`src/rtl/console_arbiter_pkg.sv`:
```
// Shared types, ASCII constants and escape-sequence helpers for the console arbiter.
package console_arbiter_pkg;

   typedef logic [7:0] ubyte_t;

   localparam ubyte_t ESC = 8'h1B;
   localparam ubyte_t LF  = 8'h0A;

   localparam logic [2:0] PREFIX_LAST = 3'd4;  // index of final prefix byte
   localparam logic [2:0] SUFFIX_LAST = 3'd3;  // index of final suffix byte

   typedef enum logic [2:0] {
      ST_IDLE    = 3'd0,
      ST_PREFIX  = 3'd1,
      ST_PASS    = 3'd2,
      ST_SUFFIX  = 3'd3,
      ST_NEWLINE = 3'd4
   } console_state_t;

   // ANSI bright colour digit: ports 0..5 map to red..cyan, then repeat.
   function automatic ubyte_t color_digit(int p);
      return ubyte_t'(8'h31 + (p % 6));
   endfunction

   // Byte idx of the colour prefix "ESC [ 9 d m".
   function automatic ubyte_t prefix_byte(logic [2:0] idx, int p);
      case (idx)
         3'd0:    return ESC;
         3'd1:    return 8'h5B;
         3'd2:    return 8'h39;
         3'd3:    return color_digit(p);
         default: return 8'h6D;
      endcase
   endfunction

   // Byte idx of the colour reset suffix "ESC [ 0 m".
   function automatic ubyte_t suffix_byte(logic [2:0] idx);
      case (idx)
         3'd0:    return ESC;
         3'd1:    return 8'h5B;
         3'd2:    return 8'h30;
         default: return 8'h6D;
      endcase
   endfunction

endpackage

```
`src/rtl/console_arbiter_rr_pick.sv`:
```
// Combinational round-robin first-one finder: first set request after i_last, wrapping.
module console_arbiter_rr_pick #(
   parameter int unsigned NUM_PORTS = 4
) (
   input  logic [NUM_PORTS-1:0]         i_req,
   input  logic [$clog2(NUM_PORTS)-1:0] i_last,
   output logic                         o_valid,
   output logic [$clog2(NUM_PORTS)-1:0] o_idx
);

   localparam int unsigned GW = $clog2(NUM_PORTS);

   logic [GW-1:0] w_cand;

   // Scan offsets from farthest to nearest so the nearest requester overwrites the others.
   always_comb begin
      o_valid = 1'b0;
      o_idx   = '0;
      w_cand  = '0;
      for (int i = NUM_PORTS; i >= 1; i--) begin
         w_cand = GW'((int'(i_last) + i) % int'(NUM_PORTS));
         if (i_req[w_cand]) begin
            o_valid = 1'b1;
            o_idx   = w_cand;
         end
      end
   end

endmodule

```
`src/rtl/console_arbiter.sv`:
```
// Line-granular round-robin arbiter sharing one console byte stream, with optional ANSI colour.
module console_arbiter
   import console_arbiter_pkg::*;
#(
   parameter int unsigned NUM_PORTS = 4,
   parameter int unsigned TIMEOUT   = 256
) (
   input  logic                         clock,
   input  logic                         reset_n,
   input  logic [NUM_PORTS-1:0]         req_valid,
   input  logic [NUM_PORTS*8-1:0]       req_data,
   output logic [NUM_PORTS-1:0]         req_ready,
   input  logic                         color_en,
   output logic                         out_valid,
   output ubyte_t                       out_data,
   input  logic                         out_ready,
   output logic [$clog2(NUM_PORTS)-1:0] grant_id,
   output logic                         busy
);

   localparam int unsigned GW = $clog2(NUM_PORTS);
   localparam int unsigned IW = $clog2(TIMEOUT + 1);

   console_state_t r_state, w_state_d;
   logic [GW-1:0]  r_grant, w_grant_d;
   logic [GW-1:0]  r_last, w_last_d;
   logic           r_color, w_color_d;
   logic [2:0]     r_cnt, w_cnt_d;
   logic [IW-1:0]  r_idle, w_idle_d;

   logic          w_pick_valid;
   logic [GW-1:0] w_pick;
   ubyte_t        w_byte;
   logic          w_gvalid;
   logic          w_ready_g;
   logic [IW-1:0] w_idle_inc;

   console_arbiter_rr_pick #(
      .NUM_PORTS (NUM_PORTS)
   ) u_rr_pick (
      .i_req   (req_valid),
      .i_last  (r_last),
      .o_valid (w_pick_valid),
      .o_idx   (w_pick)
   );

   // Select the granted source's byte and valid.
   always_comb begin
      w_byte   = '0;
      w_gvalid = 1'b0;
      for (int p = 0; p < int'(NUM_PORTS); p++) begin
         if (r_grant == GW'(p)) begin
            w_byte   = req_data[8*p +: 8];
            w_gvalid = req_valid[p];
         end
      end
   end

   // Route the granted ready back to its source only.
   always_comb begin
      req_ready = '0;
      for (int p = 0; p < int'(NUM_PORTS); p++) begin
         req_ready[p] = w_ready_g && (r_grant == GW'(p));
      end
   end

   assign w_idle_inc = r_idle + 1'b1;
   assign grant_id   = r_grant;
   assign busy       = (r_state != ST_IDLE);

   // Next-state logic and console output mux.
   always_comb begin
      w_state_d = r_state;
      w_grant_d = r_grant;
      w_last_d  = r_last;
      w_color_d = r_color;
      w_cnt_d   = r_cnt;
      w_idle_d  = r_idle;
      w_ready_g = 1'b0;
      out_valid = 1'b0;
      out_data  = '0;
      case (r_state)
         ST_IDLE: begin
            if (w_pick_valid) begin
               w_grant_d = w_pick;
               w_last_d  = w_pick;
               w_color_d = color_en;
               w_cnt_d   = '0;
               w_idle_d  = '0;
               w_state_d = color_en ? ST_PREFIX : ST_PASS;
            end
         end
         ST_PREFIX: begin
            out_valid = 1'b1;
            out_data  = prefix_byte(r_cnt, int'(r_grant));
            if (out_ready) begin
               if (r_cnt == PREFIX_LAST) begin
                  w_cnt_d   = '0;
                  w_state_d = ST_PASS;
               end else begin
                  w_cnt_d = r_cnt + 3'd1;
               end
            end
         end
         ST_PASS: begin
            if (r_color && (w_byte == LF)) begin
               // Swallow the source newline; it is re-emitted after the colour reset.
               w_ready_g = 1'b1;
               if (w_gvalid) begin
                  w_cnt_d   = '0;
                  w_state_d = ST_SUFFIX;
               end
            end else begin
               out_valid = w_gvalid;
               out_data  = w_byte;
               w_ready_g = out_ready;
               if (w_gvalid && out_ready && (w_byte == LF)) begin
                  w_state_d = ST_IDLE;
               end
            end
            if (w_gvalid) begin
               if (w_ready_g) begin
                  w_idle_d = '0;
               end
            end else if (w_idle_inc == IW'(TIMEOUT)) begin
               w_idle_d  = '0;
               w_cnt_d   = '0;
               w_state_d = r_color ? ST_SUFFIX : ST_NEWLINE;
            end else begin
               w_idle_d = w_idle_inc;
            end
         end
         ST_SUFFIX: begin
            out_valid = 1'b1;
            out_data  = suffix_byte(r_cnt);
            if (out_ready) begin
               if (r_cnt == SUFFIX_LAST) begin
                  w_cnt_d   = '0;
                  w_state_d = ST_NEWLINE;
               end else begin
                  w_cnt_d = r_cnt + 3'd1;
               end
            end
         end
         ST_NEWLINE: begin
            out_valid = 1'b1;
            out_data  = LF;
            if (out_ready) begin
               w_state_d = ST_IDLE;
            end
         end
         default: w_state_d = ST_IDLE;
      endcase
   end

   // State registers; last grant resets to the top port so port 0 wins the first tie.
   always_ff @(posedge clock or negedge reset_n) begin
      if (!reset_n) begin
         r_state <= ST_IDLE;
         r_grant <= '0;
         r_last  <= GW'(NUM_PORTS - 1);
         r_color <= 1'b0;
         r_cnt   <= '0;
         r_idle  <= '0;
      end else begin
         r_state <= w_state_d;
         r_grant <= w_grant_d;
         r_last  <= w_last_d;
         r_color <= w_color_d;
         r_cnt   <= w_cnt_d;
         r_idle  <= w_idle_d;
      end
   end

endmodule
```
`config.mk`:
```
export PLATFORM = sky130hd
export DESIGN_NAME = console_arbiter
export DESIGN_NICKNAME = d
export VERILOG_FILES = /design/src/rtl/console_arbiter_pkg.sv /design/src/rtl/console_arbiter_rr_pick.sv /design/src/rtl/console_arbiter.sv
export SDC_FILE = /design/constraint.sdc
export NUM_CORES = 1
export LEC_CHECK = 0
export CAP_MARGIN = 10
export CORE_MARGIN = 2
export CORE_UTILIZATION = 48
export DETAILED_ROUTE_END_ITERATION = 10
export PLACE_DENSITY = 0.81
export SKIP_LAST_GASP = 1
export SLEW_MARGIN = 0
export SYNTH_ARGS = -nofsm -noshare
export SYNTH_HDL_FRONTEND = slang
export SYNTH_HIERARCHICAL = 1
export SYNTH_SLANG_ARGS = --single-unit
```
`constraint.sdc`:
```
create_clock -name clock -period 3.8 [get_ports clock]
set_input_delay 0.76 -clock clock [delete_from_list [all_inputs] [get_ports clock]]
set_output_delay 0.76 -clock clock [all_outputs]
set_load 0.02 [all_outputs]
```
# Yosys cells after proc, flatten, opt, wreduce, memory -nomap -nowiden
# Cells that the tools add are included.
# totals
inputBits	40
output_inout_bits	16
reg_bits	20
word_cells	118
# op_classes
n_div	1
reduce_logical	18
order_cmp	4
addsub	7
eq_ne	20
muxes	62
# op_table
cell	count
8-bit one-hot mux with 4 select lines	2
3-bit 2-to-1 mux	21
8-bit 2-to-1 mux	5
9-bit 2-to-1 mux	4
2-bit by 3-bit remainder unit with 32-bit output, second input constant	1
7-bit one-hot mux with 3 select lines	1
9-bit one-hot mux with 2 select lines	1
1-bit 2-to-1 mux	16
3-bit one-hot mux with 5 select lines	1
3-bit by 2-bit == test with 1-bit output, second input constant	4
2-bit by 3-bit less-than comparator with 1-bit output, second input constant	4
3-bit one-hot mux with 4 select lines	1
2-bit 2-to-1 mux	5
2-bit != test, second input constant	5
9-bit by 1-bit adder with 9-bit output, second input constant	1
9-bit == test, second input constant	1
6-bit by 8-bit adder with 8-bit output, first input constant	1
1-bit binary-select mux with 2-bit select	4
8-bit by 4-bit == test with 1-bit output, second input constant	1
1-bit logical AND	7
3-bit by 1-bit == test with 1-bit output, second input constant	2
3-bit == test, second input constant	2
3-bit logical NOT	2
6-bit AND reduction	1
other kinds (16)	19

# Depth between registers and ports, before layout
# Gate-level depths: netlist of the first run.
# depth
word_depth	12
depth_mapped	10
mapped_depth_nobuf	9

# Hierarchy
# The synthesis of the first run kept the hierarchy.
# modules_own_cells
module	seq_area_each_um2	instances	cells_each	area_each_um2
console_arbiter	503.0	1	233	1861.8
console_arbiter_rr_pick	0.0	1	14	91.3

# Least setup slack after synthesis of the first run
# Ideal clock, no wire load.
# synth_path
path_type	flip-flop to output port
from	register r_grant[0] (netlist: grant_id[0])
to	output req_ready[0]
slack_ns	0.553
path_buffers	1
t_required_ns	3.040
arrival_ns	2.487
stages_incl_launch_ff	10
path_cell_list	dfrtp_1 inv_1 ha_1 or2_1 buf_2 a221oi_2 o22ai_1 o41a_1 nand2b_1 nor2_1
# synth_via
elab_chain_cells	11
word_cells_on_any_way	14
classes_between	eq/ne (4); mux (7); reduce/logical (3)
# synth_lines
element	line	source
from (decl)	console_arbiter.sv:25	logic [GW-1:0] r_grant, w_grant_d;
from (signal assigned)	console_arbiter.sv:167	r_grant <= w_grant_d;
2-bit logical NOT	console_arbiter.sv:52, console_arbiter.sv:63	
8-bit 2-to-1 mux (4 in series)	console_arbiter.sv:52	if (r_grant == GW'(p)) begin
8-bit by 4-bit == test with 1-bit output	console_arbiter.sv:106	if (r_color && (w_byte == LF)) begin
1-bit logical AND	console_arbiter.sv:106	
1-bit 2-to-1 mux	console_arbiter.sv:106	
1-bit 2-to-1 mux (2 in series)	console_arbiter.sv:82	case (r_state)
1-bit logical AND (*)	console_arbiter.sv:63	req_ready[p] = w_ready_g && (r_grant == GW'(p));
to (decl)	console_arbiter.sv:12	output logic [NUM_PORTS-1:0] req_ready,
# Mark *: on every way between the ends. The rest lies on a longest branch, timed or not. The select of a mux whose other input is x is not followed.

# Worst setup path in the final report of the first run
# layout_path
from	input req_data[1]
to	output out_valid
# layout_via
elab_chain_cells	8
# layout_lines
element	line	source
from (decl)	console_arbiter.sv:11	input logic [NUM_PORTS*8-1:0] req_data,
8-bit 2-to-1 mux (4 in series)	console_arbiter.sv:52	
8-bit by 4-bit == test with 1-bit output	console_arbiter.sv:106	
1-bit logical AND	console_arbiter.sv:106	
1-bit 2-to-1 mux	console_arbiter.sv:106	
1-bit one-hot mux with 2 select lines	console_arbiter.sv:82	
to (decl)	console_arbiter.sv:14	output logic out_valid,
# No other way between the ends.

==> results of run 1 <==
==> cells by family after synthesis <==
kind of cell / count (synthesis) / synth area share (%)
AND/OR/NAND/NOR: 96 / 24.5
AO/OA/AOI/OAI: 85 / 33.1
buffers and inverters: 28 / 6.15
flip-flops: 20 / 25.8
adder cells (fa/ha/maj): 11 / 7.05
multiplexers: 4 / 2.18
XOR/XNOR: 3 / 1.35
==> flip-flops by register name (all words and copies together), names as in the netlist <==
name      cells
r_color       1
r_idle        9
r_state       3
grant_id      2
r_cnt         3
r_last        2
==> power breakdown <==
| group | internal [W] | total, W | leakage (nW) | switching [W] |
|---|---|---|---|---|
| clock | 0.000141 | 0.000210 | 0.0357 | 0.0000689 |
| combinational | 0.000693 | 0.00156 | 0.803 | 0.000869 |
| sequential | 0.000281 | 0.000374 | 0.258 | 0.0000925 |
==> tightest hold or removal path: stages (launching register included) <==
cell,delay [ns]
dfstp_2,0.39
nand2_1,0.05
nand2_1,0.05
==> timing repair <==
item / CTS / global route
gates cloned: 0 / 0
gates resized for setup: 9 / 18
hold buffers: 0 / 0
setup endpoints to repair: 8 / 8
==> how the worst min path moves through the flow <==
stage                          from     endpoint  slack [ns]  depth (start not counted)
after floorplan             reset_n  grant_id[0]        0.46                          0
after global placement    r_last[0]    r_last[0]        0.47                          2
after detailed placement  r_last[1]    r_last[1]        0.49                          2
after CTS                 r_last[1]    r_last[1]        0.50                          2
after global routing      r_last[1]    r_last[1]        0.53                          2
final                     r_last[0]    r_last[0]        0.50                          2
==> synth_stat cells (3+ instances only) <==
master,instances
nor2_1,21
clkbuf_1,7
a221oi_2,6
inv_1,12
o21ai_1,6
or4_1,3
nand2b_1,8
nand3_1,7
nor3_1,10
o32ai_1,3
buf_2,3
xnor2_1,3
inv_2,4
nand2_1,27
a31oi_1,7
o21ai_0,7
dfrtp_1,18
o22ai_1,12
ha_1,11
a22o_1,6
nor2b_1,5
a21oi_1,12
o221ai_1,3
==> per-stage QoR <==
step	std cells	TNS [ns]	power, W	util (%)
floorplan	247	0	0.00135	-
global placement	357	-1.54	0.00192	66.3
detailed placement	357	-1.84	0.00194	66.3
CTS	361	-0.114	0.00213	68.0
global route	361	0	0.00231	67.6
finish	361	0	0.00215	67.6
==> cell type report <==
class	count	area, um^2	area share (%)
clock buffers	3	41.3	1.54
clock inverters	1	30.0	1.12
inverters	16	60.1	2.24
multi-input cells	199	1340	50.0
flip-flops and latches	20	504	18.8
well taps	50	62.6	2.33
repair buffers	72	643	24.0
==> routing by layer <==
layer	vias to the layer above	wire (um)	global-route usage (%)
li1	1064	-	-
met1	961	2480	31.2
met5	-	0	0
met2	86	2530	41.2
met3	11	451	3.17
met4	0	109	9.25
==> cell usage in the layout (no fill, tap or decap), types with 2 or more instances in the layout <==
cell	instances
a211oi_1	2
a21oi_1	12
a221oi_2	6
a22o_1	6
a31oi_1	7
and3_1	2
buf_4	17
clkbuf_2	7
clkbuf_8	3
clkdlybuf4s50_1	48
dfrtp_1	17
dfstp_2	2
ha_1	11
inv_1	12
inv_2	4
mux2i_1	2
nand2_1	27
nand2b_1	8
nand3_1	7
nand3b_1	2
nand4_1	2
nor2_1	21
nor2b_1	4
nor3_1	10
nor3b_1	2
o21ai_0	7
o21ai_1	6
o221ai_1	3
o22ai_1	12
o311ai_0	2
o31ai_1	2
o32ai_1	3
or4_1	2
xnor2_1	3
==> impl_table.tex, run 1 <==
\begin{tabular}{lr}
\hline
Metric & Value \\
\hline
\multicolumn{2}{l}{\textbf{Status}} \\
\quad Outcome & finished, final reports clean \\
\multicolumn{2}{l}{\textbf{Worst setup path}} \\
\quad Depth of the worst register-to-register path & 9 \\
\quad Type of element launching the critical path & primary input \\
\quad Worst path max stage delay & 0.56 ns \\
\quad End point of the critical path & out\_valid \\
\quad Register-to-register path setup slack & 0.90 ns \\
\quad Beginning of the critical path & req\_data[1] \\
\quad Worst path arrival time & 2.91 ns \\
\quad Worst Path Buf+Inv & 2 \\
\quad CP delay by family, top & compound AO/OA/AOI/OAI gates \\
\quad Required time of the critical path & 3.04 ns \\
\quad Destination of the worst register-to-register timing path & r\_idle[0] \\
\quad Critical R2R Launch & grant\_id[1] \\
\quad Max FO, Critical Path & 3 \\
\quad Crit. End Element & output pin \\
\quad Critical path, cell by cell & clkdlybuf4s50\_1 > nand3b\_1 > a22o\_1 > a211o\_1 > or4\_4 > a31oi\_1 > o21ai\_1 > clkbuf\_2 \\
\quad Slowest cell on the critical path & or4\_4 \\
\quad Crit Path Class & primary input to output pin \\
\quad Critical Path Stages & 8 \\
\multicolumn{2}{l}{\textbf{Timing}} \\
\quad Worst hold-check slack & 0.501 ns \\
\quad Share of the clock period used by the worst path & 96.6\% \\
\quad Final setup violation count & 0 \\
\quad Setup repair after global routing missed its margin & false \\
\quad Peak Freq & 0.272 GHz \\
\quad Post-route worst setup slack & 0.128 ns \\
\quad Worst slew margin & 42.4\% \\
\quad Least-Margin Pin Slew & 0.861 ns \\
\quad Clock skew after layout & 0.00693 ns \\
\quad Final-report max-slew violation count & 0 \\
\quad Final Hold Viols & 0 \\
\quad Minimum clock period & 3.67 ns \\
\multicolumn{2}{l}{\textbf{CTS}} \\
\quad CTS tree & done \\
\quad CTS H-tree depth & 1 \\
\quad Count of clock tree sinks & 20 \\
\quad Post-CTS setup buffer count & 0 \\
\quad Clock tree buffer depth & 2 \\
\quad Clock edge transition at the registers on the reported setup and hold paths & 0.07 ns \\
\quad Later-pin clock latency in the skew report & 0.26 ns \\
\quad Number of buffers created by CTS & 3 \\
\quad Cell at the root of the clock tree & clkbuf\_8 \\
\multicolumn{2}{l}{\textbf{Logic synthesis}} \\
\quad Fraction of synthesized cell area taken by the top area cell type & 23.1\% \\
\quad Primary flip-flop cell chosen by synthesis mapping & dfrtp\_1 \\
\quad Cell type contributing the most total cell area after synthesis & dfrtp\_1 \\
\quad Post-Synthesis Cells & 247 \\
\quad Number of enable flip-flop cells after synthesis & 0 \\
\quad Synth Area per Inst & 7.91 um\^{}2 \\
\quad Sequential area share after synthesis & 25.8\% \\
\quad Yosys warns & 6 \\
\quad Distinct cell type count after synthesis & 60 \\
\quad Syn Nets & 298 \\
\quad Leading cell types by total area after synthesis & dfrtp\_1 23\%, ha\_1 7.0\%, nand2\_1 5.2\%, a221oi\_2 4.6\%, nor2\_1 4.0\% \\
\quad Post-synthesis async set-or-reset flop share & 100\% \\
\quad FF+latch count, synth & 20 \\
\quad Cell area after synthesis & 1950 um\^{}2 \\
\multicolumn{2}{l}{\textbf{Cells and area}} \\
\quad Post-route cell area & 2690 um\^{}2 \\
\quad Final \#Nets & 363 \\
\quad N\_diodes & 0 \\
\quad Share of layout cells above drive strength 1 & 16.4\% \\
\quad Filler Cell Count & 328 \\
\quad Area growth, synth to finish & 37.5\% \\
\multicolumn{2}{l}{\textbf{Route}} \\
\quad First-iteration detailed-routing DRC count & 111 \\
\quad Remaining design rule violation count & 0 \\
\quad Total via count after detailed routing & 2122 \\
\quad Drt via density & 5.88 \\
\quad Routed length per instance & 15.4 um \\
\quad Drt pass-1 iters & 4 \\
\quad Post-detailed-route count of antenna-violating nets & 0 \\
\quad Wire length reported by the detailed router & 5570 um \\
\multicolumn{2}{l}{\textbf{Floorplanning}} \\
\quad Placeable Area & 3970 um\^{}2 \\
\quad Top Ports & 56 \\
\quad Row Count & 23 \\
\quad Die outline width & 67.8 um \\
\quad Effective utilization at floorplan & 49.2\% \\
\quad Floorplan die height & 67.8 um \\
\quad Die area & 4600 um\^{}2 \\
\multicolumn{2}{l}{\textbf{Pwr}} \\
\quad Worst VDD drop & 0.393 mV \\
\quad Pwr per Cell Area & 799 nW/um\^{}2 \\
\quad Leakage power & 1.10 nW \\
\multicolumn{2}{l}{\textbf{Global route}} \\
\quad Global route overflow & 0 \\
\quad First-pass GRT wire length & 8480 um \\
\quad Pin count of the biggest net entering global routing & 21 \\
\quad Total track usage & 24.2\% \\
\quad Antenna violations before repair & 0 \\
\quad Vias in the first global route & 1834 \\
\multicolumn{2}{l}{\textbf{Place}} \\
\quad I/O Buffers & 55 \\
\quad Post-Place Setup Slack & -0.282 ns \\
\quad Last weighted congestion value of the routability-driven placer & 0.964 \\
\quad Placement Cell Area & 2630 um\^{}2 \\
\quad Half-perimeter wire length after detailed placement & 4410 um \\
\multicolumn{2}{l}{\textbf{Flow run}} \\
\quad Max-cap check violation count & 0 \\
\multicolumn{2}{l}{\textbf{Worst hold path}} \\
\quad Kind of path behind the tightest hold check & flip-flop to flip-flop \\
\hline
\end{tabular}
No activity file was read; power rests on OpenSTA's default activity.
==> inputs of run 2 (changes only) <==
CORE_UTILIZATION = 45   (was 48)
GPL_ROUTABILITY_DRIVEN = 0   (was default)
PLACE_DENSITY = 0.76   (was 0.81)
==> impl_table.tex, run 2 (same netlist as run 1, synthesis figures left out) <==
\begin{tabular}{lr}
\hline
Metric & Value \\
\hline
\multicolumn{2}{l}{\textbf{Worst hold path}} \\
\quad End point of the most critical hold path & r\_last[0] \\
\quad Startpoint of the lowest-slack hold path & r\_last[0] \\
\quad Kind of path behind the tightest hold check & flip-flop to flip-flop \\
\quad Cell depth of the worst hold path & 2 \\
\multicolumn{2}{l}{\textbf{Route}} \\
\quad Drt via density & 5.84 \\
\quad Total via count after detailed routing & 2136 \\
\quad Remaining design rule violation count & 0 \\
\quad First-iteration detailed-routing DRC count & 117 \\
\quad Wire length reported by the detailed router & 5560 um \\
\quad Routed length per instance & 15.2 um \\
\quad Drt pass-1 iters & 4 \\
\quad Post-detailed-route count of antenna-violating nets & 0 \\
\multicolumn{2}{l}{\textbf{Timing}} \\
\quad Share of the clock period used by the worst path & 96.4\% \\
\quad Final setup violation count & 0 \\
\quad Setup\_tns & 0 ns \\
\quad Least-Margin Pin Slew & 0.857 ns \\
\quad Final-report max-slew violation count & 0 \\
\quad Minimum clock period & 3.66 ns \\
\quad Setup repair after global routing missed its margin & false \\
\quad Final Hold Viols & 0 \\
\quad Worst slew margin & 42.7\% \\
\quad Peak Freq & 0.273 GHz \\
\quad Clock skew after layout & 0.00240 ns \\
\multicolumn{2}{l}{\textbf{Floorplanning}} \\
\quad Die area & 4880 um\^{}2 \\
\quad Floorplan die height & 69.9 um \\
\quad Top Ports & 56 \\
\quad Row Count & 23 \\
\quad Die outline width & 69.9 um \\
\quad Effective utilization at floorplan & 47.8\% \\
\quad Placeable Area & 4090 um\^{}2 \\
\multicolumn{2}{l}{\textbf{Place}} \\
\quad I/O Buffers & 55 \\
\quad Placed cell count & 362 \\
\quad Placement Cell Area & 2670 um\^{}2 \\
\quad Half-perimeter wire length after detailed placement & 4440 um \\
\multicolumn{2}{l}{\textbf{Worst setup path}} \\
\quad Depth of the worst register-to-register path & 11 \\
\quad Type of element launching the critical path & primary input \\
\quad Worst path arrival time & 2.90 ns \\
\quad Destination of the worst register-to-register timing path & r\_state[0] \\
\quad Register-to-register path setup slack & 0.93 ns \\
\quad Max FO, Critical Path & 3 \\
\quad Crit Path Class & primary input to output pin \\
\quad Critical R2R Launch & grant\_id[0] \\
\quad Required time of the critical path & 3.04 ns \\
\quad Crit. End Element & output pin \\
\multicolumn{2}{l}{\textbf{Cells and area}} \\
\quad Flip-flop count of the largest register, all copies and words added & 9 \\
\quad Register ranked first by flip-flop count & r\_idle \\
\quad Area growth, synth to finish & 38.2\% \\
\quad Largest registers & r\_idle x9, r\_cnt x3, r\_state x3 \\
\quad N\_diodes & 0 \\
\quad Most frequent cells in the layout & 48 x clkdlybuf4s50\_1, 27 x nand2\_1, 22 x buf\_4 \\
\quad Commonest non-fill, non-tap cell in the layout & clkdlybuf4s50\_1 \\
\quad Non-filler instance count after layout & 366 \\
\quad Share of layout cells above drive strength 1 & 17.4\% \\
\quad Final \#Nets & 368 \\
\quad Post-route cell area & 2700 um\^{}2 \\
\quad Post-Route Utilization & 66.1\% \\
\multicolumn{2}{l}{\textbf{Global route}} \\
\quad Global route overflow & 0 \\
\quad Pin count of the biggest net entering global routing & 21 \\
\quad Total track usage & 23.0\% \\
\quad Antenna violations before repair & 0 \\
\quad Vias in the first global route & 2013 \\
\quad First-pass GRT wire length & 9290 um \\
\multicolumn{2}{l}{\textbf{Pwr}} \\
\quad Switching Power & 0.00103 W \\
\quad Part of the power in registers & 17.6\% \\
\quad Fraction of power consumed by the clock network & 7.2\% \\
\quad Overall power consumption & 0.00211 W \\
\quad Leakage power & 1.11 nW \\
\quad Worst VDD drop & 0.364 mV \\
\quad Pwr per Cell Area & 782 nW/um\^{}2 \\
\quad P\_int & 0.00109 W \\
\quad Gate power share & 75.1\% \\
\quad Switching part of the total & 48.6\% \\
\multicolumn{2}{l}{\textbf{Flow run}} \\
\quad Max-cap check violation count & 0 \\
\multicolumn{2}{l}{\textbf{CTS}} \\
\quad Number of buffers created by CTS & 3 \\
\quad Clock tree buffer depth & 2 \\
\quad CTS H-tree depth & 1 \\
\quad Later-pin clock latency in the skew report & 0.25 ns \\
\quad Hold\_buf cts & 0 \\
\quad CTS tree & done \\
\quad Cell at the root of the clock tree & clkbuf\_8 \\
\quad Clock edge transition at the registers on the reported setup and hold paths & 0.07 ns \\
\quad Count of clock tree sinks & 20 \\
\multicolumn{2}{l}{\textbf{Status}} \\
\quad Outcome & finished, final reports clean \\
\hline
\end{tabular}
-- run 2: changes by cell type in the layout (fill, tap and decap cells not counted), sizes merged --
cell    before  now
clkbuf      10   11
buf         17   22
bufinv       1    0
-- run 2: power by group through the flow --
stage | logic, W | registers, W | clock network (W)
detailed placement | 0.00160 | 0.000375 | 0
global placement | 0.00159 | 0.000373 | 0
global route | 0.00174 | 0.000385 | 0.000170
CTS | 0.00159 | 0.000371 | 0.000159
finish | 0.00159 | 0.000372 | 0.000152
floorplan | 0.00100 | 0.000350 | 0
-- run 2: cell type report --
type                       count  area (um^2)
tap                           50         62.6
timing repair buffer          77          681
fill                         374         1390
sequential                    20          503
inverter                      16         60.1
clock buffer                   4         55.1
multi-input combinational    199         1340
-- run 2: how the worst max path moves through the flow --
stage           startpoint      endpoint  slack, ns  cells past startpoint
6_report       req_data[1]     out_valid       0.14                      8
5_1_grt        req_data[1]     out_valid      0.007                      8
4_1_cts        req_data[1]     out_valid      -0.04                      8
3_5_place_dp   req_data[1]     out_valid      -0.26                      8
3_3_place_gp   req_data[1]     out_valid      -0.21                      8
2_1_floorplan  grant_id[0]  req_ready[0]       0.55                      9
-- run 2: repair_timing --
item | CTS | global route
endpoints found under the setup margin | 8 | 7
pin swaps | 0 | 1
resized for setup | 8 | 17
gates cloned | 0 | 0
setup buffers | 0 | 0
-- run 2: metal layers --
layer | up-vias | GRT usage, % | share of wire (%)
met2 | 69 | 36.8 | 44
met4 | 0 | 7.48 | 2.3
met3 | 10 | 2.02 | 5.7
li1 | 1077 | - | -
met5 | - | 0 | 0
met1 | 980 | 32.7 | 48
-- run 2: stage by stage --
step / worst slack, ns / hold WS [ns]
floorplan: 0.553 / 0.460
global placement: -0.212 / 0.478
detailed placement: -0.263 / 0.484
CTS: -0.0404 / 0.494
global route: 0.00694 / 0.530
finish: 0.137 / 0.492
-- run 2: critical path, cell delays in order --
cell and delay, ns:
clkdlybuf4s50_1 0.46, nand3b_1 0.09, a22o_1 0.27, a211o_1 0.32
or4_4 0.55, a31oi_1 0.21, o21ai_1 0.08, clkbuf_2 0.17
==> variant: new RTL, flow settings as in run 1 <==
`NUM_PORTS` is set to 4 in 2 places; all go to 8.
--- a/src/rtl/console_arbiter_rr_pick.sv
+++ b/src/rtl/console_arbiter_rr_pick.sv
@@ -2,3 +2,3 @@
 module console_arbiter_rr_pick #(
-   parameter int unsigned NUM_PORTS = 4
+   parameter int unsigned NUM_PORTS = 8
 ) (
--- a/src/rtl/console_arbiter.sv
+++ b/src/rtl/console_arbiter.sv
@@ -4,3 +4,3 @@
 #(
-   parameter int unsigned NUM_PORTS = 4,
+   parameter int unsigned NUM_PORTS = 8,
    parameter int unsigned TIMEOUT   = 256
Ports: changed (resized grant_id, req_data, req_ready and req_valid); port bits go from 56 to 97. No check against the original RTL was run, so the function may have changed too.
==> variant against run 1 <==
Power grew 49%; clock skew shrank 0.0034 ns; count of clock-buffer cells in the layout is the same; final area grew 60%; combinational power grew 62%; worst setup slack lost 0.068 ns; area after synthesis grew 61%; sequential cell count grew 2; maximum frequency shrank 1.8%; clock power grew 5%; wire length grew 64%; register-to-register slack lost 0.53 ns; die area grew 57%; highest routed layer unchanged.
==> variant: results (changes against run 1) <==
Largest net degree at the start of global routing = 23 (was 21)
Largest stage delay on the critical path = 0.40 ns (was 0.56 ns)
Crit path launch = req_data[13] (was req_data[1])
Number of port buffers = 96 (was 55)
Placed cell count = 544 (was 357)
Synth cell count leaders = 45 x nand2_1, 30 x mux2i_1, 27 x nor2_1, 19 x dfrtp_1, 17 x nand3_1 (was 27 x nand2_1, 21 x nor2_1, 18 x dfrtp_1)
Main synth FF type = dfrtp_1 (unchanged)
Hold slack = 0.547 ns (was 0.501 ns)
Fillers = 505 (was 328)
Tightest Hold Check Type = register to register (unchanged)
Final nets = 558 (was 363)
Mapped Cells = 364 (was 247)
Multiplexer share of the synthesized area = 24.3% (was 2.18%)
Vias after detailed routing = 3335 (was 2122)
Cell Area, Placed = 4260 µm² (was 2630 µm²)
Vias in the first global route = 3362 (was 1834)
R2R Setup Slk = 0.37 ns (was 0.90 ns)
Hold_sp = r_idle[8] (was r_last[0])
Clock slew at reported path FFs = 0.08 ns
Worst reg2reg path depth = 10 (was 9)
Worst Hold End = r_idle[8] (was r_last[0])
Reg-to-reg critical path endpoint = r_state[1] (was r_idle[0])
Arr. time, crit path = 2.98 ns (was 2.91 ns)
HPWL Detailed = 7390 µm (was 4410 µm)
Synth warnings = 6 (unchanged)
Global Route Usage Sum = 25.4% (was 24.2%)
Register area share after synthesis = 17.7% (was 25.8%)
CP Max Fanout = 4 (was 3)
Crit Reg-Reg Startpoint = r_last[1] (was grant_id[1])
Synthesized Nets = 450 (was 298)
Post-Route WL = 9130 µm (was 5570 µm)
Fraction of layout cells with a size suffix above 1 = 15.7% (was 16.4%)
First-pass GRT wire length = 15200 µm (was 8480 µm)
Drt pass-1 iters = 5 (was 4)
Initial DRC count = 131 (was 111)
CP max stage cell = clkdlybuf4s50_1 (was or4_4)
GP Congestion = 0.982 (was 0.964)
Outcome = completed (unchanged)
Adder-cell share of the synthesized area = 3.99% (was 7.05%)
Hold depth = 1 (was 2)
Clock Skews = 0.00357 ns (was 0.00693 ns)
Worst-margin pin slew = 0.964 ns (was 0.861 ns)
Dpl ws = -0.295 ns (was -0.282 ns)
Yosys cell types = 74 (was 60)
Crit-path leading delay family = buffers and inverters (was compound AO/OA/AOI/OAI gates)
Worst-Skew Late Latency = 0.27 ns
Xor and xnor area share after synthesis = 2.23% (was 1.35%)
Compound-Gate Fraction of Synth Area = 22.7% (was 33.1%)
Static Leak = 1.81 nW (was 1.10 nW)
CP Capture Point = req_ready[2] (was out_valid)
Worst VDD drop = 0.586 mV (was 0.393 mV)
ANT nets after route = 0 (unchanged)
Switch share = 49.4% (was 48.0%)
Tmin final = 3.74 ns (was 3.67 ns)
WL/cell = 16.7 µm (was 15.4 µm)
Main area contributors after synthesis = dfrtp_1 15%, mux2i_1 9.6%, mux4_2 9.3% (was dfrtp_1 23%, ha_1 7.0%, nand2_1 5.2%)
==> variant: changes by cell type in the layout (fill, tap and decap cells not counted), moves of 5 or more <==
cell,before,now
a221oi_2,6,0
a31oi_1,7,2
and2_1,1,12
nor2_1,21,27
o21ai_0,7,13
o22ai_1,12,5
clkdlybuf4s50_1,48,83
mux2i_1,2,30
nand3_1,7,17
mux4_2,0,13
nand2_1,27,45
buf_4,17,24
==> variant: kinds of logic after synthesis <==
| logic type | count (synthesis) |
|---|---|
| compound gates | 94 |
| xor+xnor | 8 |
| fa+ha+maj | 10 |
| buf+inv | 35 |
| flops | 22 |
| mux | 52 |
| simple gates | 143 |
==> variant: timing repair <==
action                     CTS  global route
setup endpoints to repair   13            12
hold endpoints to repair     0             0
setup buffers                0             0
gates resized for setup     15            20
hold buffers                 0             0
==> variant: layout make-up <==
type,instances,area (µm²),share of cell area (%)
clock buffers,3,41.3,0.961
clock inverters,1,30.0,0.699
inverters,17,63.8,1.49
multi-input cells,307,2400,55.8
flip-flops and latches,22,554,12.9
well taps,77,96.3,2.24
repair buffers,121,1110,25.9
==> variant: power groups by stage <==
stage | clock network [W] | registers (W) | logic [W]
2_1_floorplan | 0 | 0.000400 | 0.00183
3_3_place_gp | 0 | 0.000455 | 0.00247
3_5_place_dp | 0 | 0.000458 | 0.00252
4_1_cts | 0.000223 | 0.000456 | 0.00251
5_1_grt | 0.000234 | 0.000476 | 0.00274
6_report | 0.000220 | 0.000459 | 0.00253
==> variant: metal layers <==
layer  GRT usage, %  vias up  wire length (µm)  share of wire, %
li1               -     1600                 -                 -
met1           28.9     1578              3520                39
met2           47.5      134              4770                52
met5              0        -                 0                 0
met4           9.52        0               260               2.8
met3           4.18       23               578               6.3
